$ cat src/rtl/ifu_fetch.sv
// ---------------------------------------------------------------------------
// ifu_fetch - instruction fetch front end
//
// Turns each pc_update pulse from the PC register into one instruction-memory
// read. It captures the returned word and presents {pc, instruction, fault}
// to decode over a valid/ready handshake.
//
// Ports
//   clk, rst                 rising-edge clock, synchronous active-high reset
//   curr_pc, pc_update       new fetch address and its one-cycle strobe
//   fetch_rdy                pending slot free (core gates PC next_en with it)
//   flush                    pipeline redirect, discards all fetch state
//   imem_req/addr/gnt        memory request channel (request held until gnt)
//   imem_rvalid/rdata/err    memory response channel
//   inst_valid/ready         decode handshake
//   inst_pc/data/fault       presented instruction; fault[0]=bus, [1]=misalign
// ---------------------------------------------------------------------------
module ifu_fetch #(
    parameter int                   CPU_WIDTH = 32,
    parameter logic [CPU_WIDTH-1:0] NOP_INST  = 32'h0000_0013
) (
    input  logic                 clk,
    input  logic                 rst,
    input  logic [CPU_WIDTH-1:0] curr_pc,
    input  logic                 pc_update,
    output logic                 fetch_rdy,
    input  logic                 flush,
    output logic                 imem_req,
    output logic [CPU_WIDTH-1:0] imem_addr,
    input  logic                 imem_gnt,
    input  logic                 imem_rvalid,
    input  logic [CPU_WIDTH-1:0] imem_rdata,
    input  logic                 imem_err,
    output logic                 inst_valid,
    input  logic                 inst_ready,
    output logic [CPU_WIDTH-1:0] inst_pc,
    output logic [CPU_WIDTH-1:0] inst_data,
    output logic [1:0]           inst_fault
);

    typedef enum logic [1:0] {
        ST_IDLE = 2'd0,
        ST_REQ  = 2'd1,
        ST_WAIT = 2'd2,
        ST_OUT  = 2'd3
    } state_t;

    state_t               state_r;
    logic                 pend_valid_r;
    logic [CPU_WIDTH-1:0] pend_pc_r;
    logic                 drop_r;      // next response belongs to a flushed fetch
    logic                 dispatch_s;  // pending slot is consumed this cycle
    logic                 pend_aligned_s;

    assign fetch_rdy      = ~pend_valid_r;
    assign pend_aligned_s = (pend_pc_r[1:0] == 2'b00);

    // Decide whether the pending pc starts a new fetch this cycle. Dispatch is
    // possible from IDLE, from OUT as decode takes the current word (no bubble),
    // and from WAIT when a flushed response is being drained.
    always_comb begin
        dispatch_s = 1'b0;
        if (pend_valid_r) begin
            case (state_r)
                ST_IDLE: dispatch_s = 1'b1;
                ST_WAIT: dispatch_s = drop_r & imem_rvalid;
                ST_OUT:  dispatch_s = inst_ready;
                default: dispatch_s = 1'b0;
            endcase
        end else begin
            dispatch_s = 1'b0;
        end
    end

    // Fetch FSM, pending slot and all registered outputs.
    always_ff @(posedge clk) begin
        if (rst) begin
            state_r      <= ST_IDLE;
            pend_valid_r <= 1'b0;
            pend_pc_r    <= {CPU_WIDTH{1'b0}};
            drop_r       <= 1'b0;
            imem_req     <= 1'b0;
            imem_addr    <= {CPU_WIDTH{1'b0}};
            inst_valid   <= 1'b0;
            inst_pc      <= {CPU_WIDTH{1'b0}};
            inst_data    <= {CPU_WIDTH{1'b0}};
            inst_fault   <= 2'b00;
        end else if (flush) begin
            // Redirect: forget the slot and the presented word; a pc_update in
            // this cycle belongs to the old stream and is ignored.
            pend_valid_r <= 1'b0;
            inst_valid   <= 1'b0;
            inst_pc      <= {CPU_WIDTH{1'b0}};
            inst_data    <= {CPU_WIDTH{1'b0}};
            inst_fault   <= 2'b00;
            imem_req     <= 1'b0;
            case (state_r)
                ST_REQ: begin
                    if (imem_gnt) begin
                        // Request already accepted: its response must be drained.
                        state_r <= ST_WAIT;
                        drop_r  <= 1'b1;
                    end else begin
                        state_r <= ST_IDLE;
                    end
                end
                ST_WAIT: begin
                    if (imem_rvalid) begin
                        // The outstanding response arrives right now and is
                        // discarded here, so nothing is left to drain.
                        state_r <= ST_IDLE;
                        drop_r  <= 1'b0;
                    end else begin
                        drop_r  <= 1'b1;
                    end
                end
                default: begin
                    state_r <= ST_IDLE;
                end
            endcase
        end else begin
            // Pending slot: latest pc wins; a refill in the consume cycle keeps it full.
            if (pc_update) begin
                pend_pc_r    <= curr_pc;
                pend_valid_r <= 1'b1;
            end else if (dispatch_s) begin
                pend_valid_r <= 1'b0;
            end else begin
                pend_valid_r <= pend_valid_r;
            end

            if (dispatch_s) begin
                drop_r <= 1'b0;
                if (pend_aligned_s) begin
                    state_r    <= ST_REQ;
                    imem_req   <= 1'b1;
                    imem_addr  <= pend_pc_r;
                    inst_valid <= 1'b0;
                end else begin
                    // Misaligned pc never touches memory.
                    state_r    <= ST_OUT;
                    inst_valid <= 1'b1;
                    inst_pc    <= pend_pc_r;
                    inst_data  <= NOP_INST;
                    inst_fault <= 2'b10;
                end
            end else begin
                case (state_r)
                    ST_IDLE: begin
                        state_r <= ST_IDLE;
                    end
                    ST_REQ: begin
                        if (imem_gnt) begin
                            imem_req <= 1'b0;
                            state_r  <= ST_WAIT;
                        end else begin
                            imem_req <= 1'b1;
                        end
                    end
                    ST_WAIT: begin
                        if (imem_rvalid) begin
                            if (drop_r) begin
                                drop_r  <= 1'b0;
                                state_r <= ST_IDLE;
                            end else begin
                                state_r    <= ST_OUT;
                                inst_valid <= 1'b1;
                                inst_pc    <= imem_addr;
                                inst_data  <= imem_err ? NOP_INST : imem_rdata;
                                inst_fault <= imem_err ? 2'b01 : 2'b00;
                            end
                        end else begin
                            state_r <= ST_WAIT;
                        end
                    end
                    ST_OUT: begin
                        if (inst_ready) begin
                            inst_valid <= 1'b0;
                            state_r    <= ST_IDLE;
                        end else begin
                            inst_valid <= 1'b1;
                        end
                    end
                    default: begin
                        state_r    <= ST_IDLE;
                        imem_req   <= 1'b0;
                        inst_valid <= 1'b0;
                    end
                endcase
            end
        end
    end

endmodule

$ cat config.mk
export PLATFORM = sky130hd
export DESIGN_NAME = ifu_fetch
export DESIGN_NICKNAME = d
export VERILOG_FILES = /design/src/rtl/ifu_fetch.sv
export SDC_FILE = /design/constraint.sdc
export NUM_CORES = 1
export LEC_CHECK = 0
export CAP_MARGIN = 20
export CORE_UTILIZATION = 42
export DETAILED_ROUTE_END_ITERATION = 10
export PLACE_DENSITY = 0.87
export SLEW_MARGIN = 20
export SYNTH_ARGS = -nofsm -noshare
export SYNTH_HDL_FRONTEND = slang
export SYNTH_SLANG_ARGS = --single-unit
$ cat constraint.sdc
create_clock -name clk -period 2.06 [get_ports clk]
set_input_delay 0.412 -clock clk [delete_from_list [all_inputs] [get_ports clk]]
set_output_delay 0.412 -clock clk [all_outputs]
set_load 0.05 [all_outputs]
Word level (Yosys, flattened, before mapping). Cells that the tools add are included.

Bitwise operators: 3. Add/sub/neg operators: 0. Multiplexer cells: 49. Shift operators: 0. Reductions and logical operators: 17. $lt $le $gt $ge: 0. Div/mod/pow operators: 0. Eq/ne operators: 13. Multipliers: 0.

Operators by type and width (number): $mux W32 (11); $mux W2 (14); $mux W1 (19); $ne A3 B3 Y1 const B (4); $reduce_and A3 Y1 (3); $reduce_bool A3 Y1 (3); $ne A4 B4 Y1 const B (2); $pmux W2 S4 (1); $reduce_and A4 Y1 (2); $reduce_bool A2 Y1 (4); $eq A2 B2 Y1 const B (2); $logic_not A2 Y1 (2); $ne A2 B1 Y1 const B (2); $pmux W1 S2 (2); $pmux W2 S2 (1); $reduce_and A2 Y1 (2); $ne A3 B1 Y1 const B (1); $pmux W1 S3 (1); $eq A2 B1 Y1 const B (1); $ne A2 B2 Y1 const B (1); $not A1 Y1 (2); $reduce_or A2 Y1 (1); $and A1 B1 Y1 (1).

Bits in read-only memories: 0. Memories kept: 0. Bits in registers: 136. Word-level logic and storage cells: 92. Bits in writable memories: 0. Output and inout bits: 101. Bits in latches: 0.

Logic depth before layout (Yosys ltp).
Word-level depth: 5. Gate-level depth with buffers: 8. Depth with buffers taken out: 6.

Least setup slack after synthesis. No wires, ideal clock.

Kind: reg2reg. Start: register state_r[0]. End: register inst_pc[11]. Stages on the path, launching flop included: 9. Library setup time: 0.089 ns. Arrival: 1.852 ns. Path buffers: 2. Period minus slack after synthesis: 1.941 ns. Slack: 0.119 ns. Path through: dfxtp_1 -> inv_1 -> ha_1 -> and3_1 -> buf_4 -> o211ai_4 -> buf_2 -> nand2_1 -> a311oi_2.

Longest elaborated chain between the ends: 5.

Ends and longest elaborated chain: start: declaration (RTL line 48) `state_t state_r;`; start signal: assignment (RTL line 78) `state_r <= ST_IDLE;`; start signal: assignment (RTL line 101) `state_r <= ST_WAIT;`; start signal: assignment (RTL line 104) `state_r <= ST_IDLE;`; $eq A2 B2 Y1, or another cell as far along (RTL line 64) `case (state_r)`; $pmux W1 S3 (RTL line 64); $mux W1 (RTL line 63) `if (pend_valid_r) begin`; $ne A2 B2 Y1 (no line), or another cell as far along; $reduce_and A4 Y1 (no line); end signal: assignment (RTL line 85) `inst_pc <= {CPU_WIDTH{1'b0}};`; end signal: assignment (RTL line 93) `inst_pc <= {CPU_WIDTH{1'b0}};`; end signal: assignment (RTL line 143) `inst_pc <= pend_pc_r;`; end: declaration (RTL line 36) `output logic [CPU_WIDTH-1:0] inst_pc,`.

Several ways; a longest one is shown, not always the timed one. A chain may end at the register's enable or synchronous reset.

Worst setup path in the final report.
Start: register inst_pc[30]. End: output inst_pc[30].

No word-level cell between the ends.

==> impl_metrics.yaml <==
timing:
  fmax_ghz: 0.498
  hold_violations: 0
  setup_viol: 0
  fin_skew_ns: 0.00526
  hold_slack_ns: 0.466
  rsz0062_at_grt: "true"
  worst_slack_ns: 0.0501
  min_period_ns: 2.01
  maxSlewHeadroom_pct: 62.4
  fin_crit_sh_pct: 97.6
  report.final.slew_viol_count: 0
  worst_pin_slew_ns: 0.563
flow_run:
  maxCapViolCount: 0
min_path:
  holdCritStartpoint: "pend_pc_r[5]"
  hold_path_class: "flop to flop"
yosys:
  ys_top_cells_by_area: "dfxtp_1 (48%), nand2_1 (13%), a311oi_2 (8.0%)"
  yosysTopAreaCell: "dfxtp_1"
  syn-num-nets: 719
  avgSynthCellArea_sq_um: 8.73
  synth_area_sq_mm: 0.00562
  synth.most_common_cell: "nand2_1"
  synthTopCellsByCount: "nand2_1 (194), dfxtp_1 (136), a21oi_1 (68), nor2_1 (37), nor3_1 (35)"
  synth_top_area_share_pct: 48.5
  synth_flop_cell: "dfxtp_1"
  synthDistinctLibCells: 48
  async_flop_share_pct: 0
  yosysWarnings: 0
  yosysSeqAreaShare_pct: 48.5
  post_synth_inst_count: 644
  ys_seq_elements: 136
  synth-edff-count: 0
die:
  coreArea_sq_mm: 0.0128
  initial_utilization_pct: 43.8
  rows: 41
  dieArea_sq_mm: 0.0138
  pin_count: 173
  die_y_um: 118
  fp.dieW_um: 118
setup_path:
  r2r-start: "state_r[0]"
  cp-end-kind: "output pin"
  cp-start-kind: "flop"
  cp.arrival_ns: 1.60
  cp_max_fo: 2
  crit_start: "inst_pc[30]"
  path_cells: "clkdlybuf4s50_1"
  cpMaxStageDelayCell: "clkdlybuf4s50_1"
  path_class: "flop to output pin"
  critPathMaxStageDelay_ns: 0.84
  crit_family: "buffers and inverters"
  required_ns: 1.65
  path_buf_inv: 1
grt:
  grt-ovfl-total: 0
  use_met1_pct: 29.7
  grt_max_degree: 47
  use_met2_pct: 38.5
  grt_pass1_vias: 5199
  grt-busiest-layer: "met2"
  grt_first_pass_wirelength_um: 26600
  track_usage_pct: 24.1
  antenna_found_initial: 0
  met3_usage_pct: 7.70
cells_and_area:
  final_util_pct: 64.6
  area_delta_synth_final_pct: 47.4
  regArea_sq_mm: 0.00272
  multiInputGateArea_sq_mm: 0.00261
  layout.nets: 892
  drive_gt1_share_pct: 14.0
  antenna_cells: 0
  fill_cells: 1045
  fin_cells: 998
clock_network:
  clk_latency_ns: 0.41
  cts_hold_buf: 0
  cts.clk_slew.worst_paths_ns: 0.05
  cts_buffer_depth: 2
  cts.sinks: 136
  cts_tree: "done"
  cts_buffers: 17
  h-tree-depth: 4
  cts_root_buffer: "clkbuf_16"
route:
  drt_iter0_markers: 299
  wl_per_cell_um: 16.3
  vias: 5423
  antenna_left: 0
  drc: 0
  viasPerCell: 5.43
  routed_wl_um: 16200
  drt_first_pass_iters: 5
place:
  dp.final_hpwl_um: 10900
  gp_congestion: 0.850
  dp_slack_ns: -0.199
  port_buffers: 172
  placed_cells: 969
outcome:
  status: "completed"
pwr:
  finalPower_uw: 6170
  power_density_mw_per_mm2: 745
  leakage_uw: 0.00306
  ir_worst_vdd_uv: 520
flip-flops by register name (all words and copies together) (netlist names):
| signal | flops |
|---|---|
| state_r | 2 |
| imem_req | 1 |
| pend_pc_r | 32 |
| inst_fault | 2 |
| pend_valid_r | 1 |
| inst_valid | 1 |
| drop_r | 1 |
| inst_pc | 32 |
| imem_addr | 32 |
| inst_data | 32 |
final timing paths:
kind	endpoint	slack [ns]	cells after the start
max	inst_pc[30]	0.05	1
min reg2reg	imem_addr[5]	0.47	2
max reg2reg	inst_pc[22]	0.11	7
min	imem_addr[5]	0.47	2
timing repair:
| action | 4_1_cts | 5_1_grt |
|---|---|---|
| gates resized for setup | 0 | 21 |
| buffers inserted | 0 | 1 |
| setup endpoints to repair | 0 | 60 |
metrics by stage:
step           TNS, ns  area (sq um)
2_1_floorplan        0          5620
3_3_place_gp     -9.05          7680
3_5_place_dp    -14.78          7680
4_1_cts              0          8220
5_1_grt        -0.0430          8280
6_report             0          8280
power breakdown:
part	internal [uW]	switching [uW]
Combinational	289	356
Clock	1750	1040
Sequential	2690	42.6
Total	4730	1440
layout make-up:
| type | instances | area share, % |
|---|---|---|
| well taps | 172 | 2.60 |
| flip-flops and latches | 136 | 32.9 |
| clock buffers | 24 | 5.94 |
| multi-input cells | 448 | 31.5 |
| inverters | 4 | 0.181 |
| repair buffers | 210 | 26.4 |
| clock inverters | 4 | 0.544 |
kinds of logic after synthesis:
family                   count (synthesis)  share of synthesized area [%]
AND/OR/NAND/NOR                        291                           21.7
buffers and inverters                   60                           5.63
AO/OA/AOI/OAI                          152                           23.2
adder cells (fa/ha/maj)                  3                          0.668
flip-flops                             136                           48.5
multiplexers                             2                          0.356
cell usage in the layout (no fill, tap or decap), types with 11 or more instances in the layout:
master | synthesis | routed
a21oi_1 | 68 | 68
nor3_1 | 35 | 35
buf_4 | 5 | 28
buf_12 | 0 | 11
nor2_1 | 37 | 37
clkdlybuf4s50_1 | 0 | 150
nand2_1 | 194 | 194
a311oi_2 | 30 | 30
a32oi_1 | 29 | 29
clkbuf_16 | 0 | 17
dlymetal6s2s_1 | 0 | 18
dfxtp_1 | 136 | 136
layer usage:
metal,part of all wire [%],up-vias
met5,0,-
met4,2.2,0
met3,8.4,32
met2,48,258
met1,42,2525
li1,-,2608
Power figures use the tool's default switching activity.
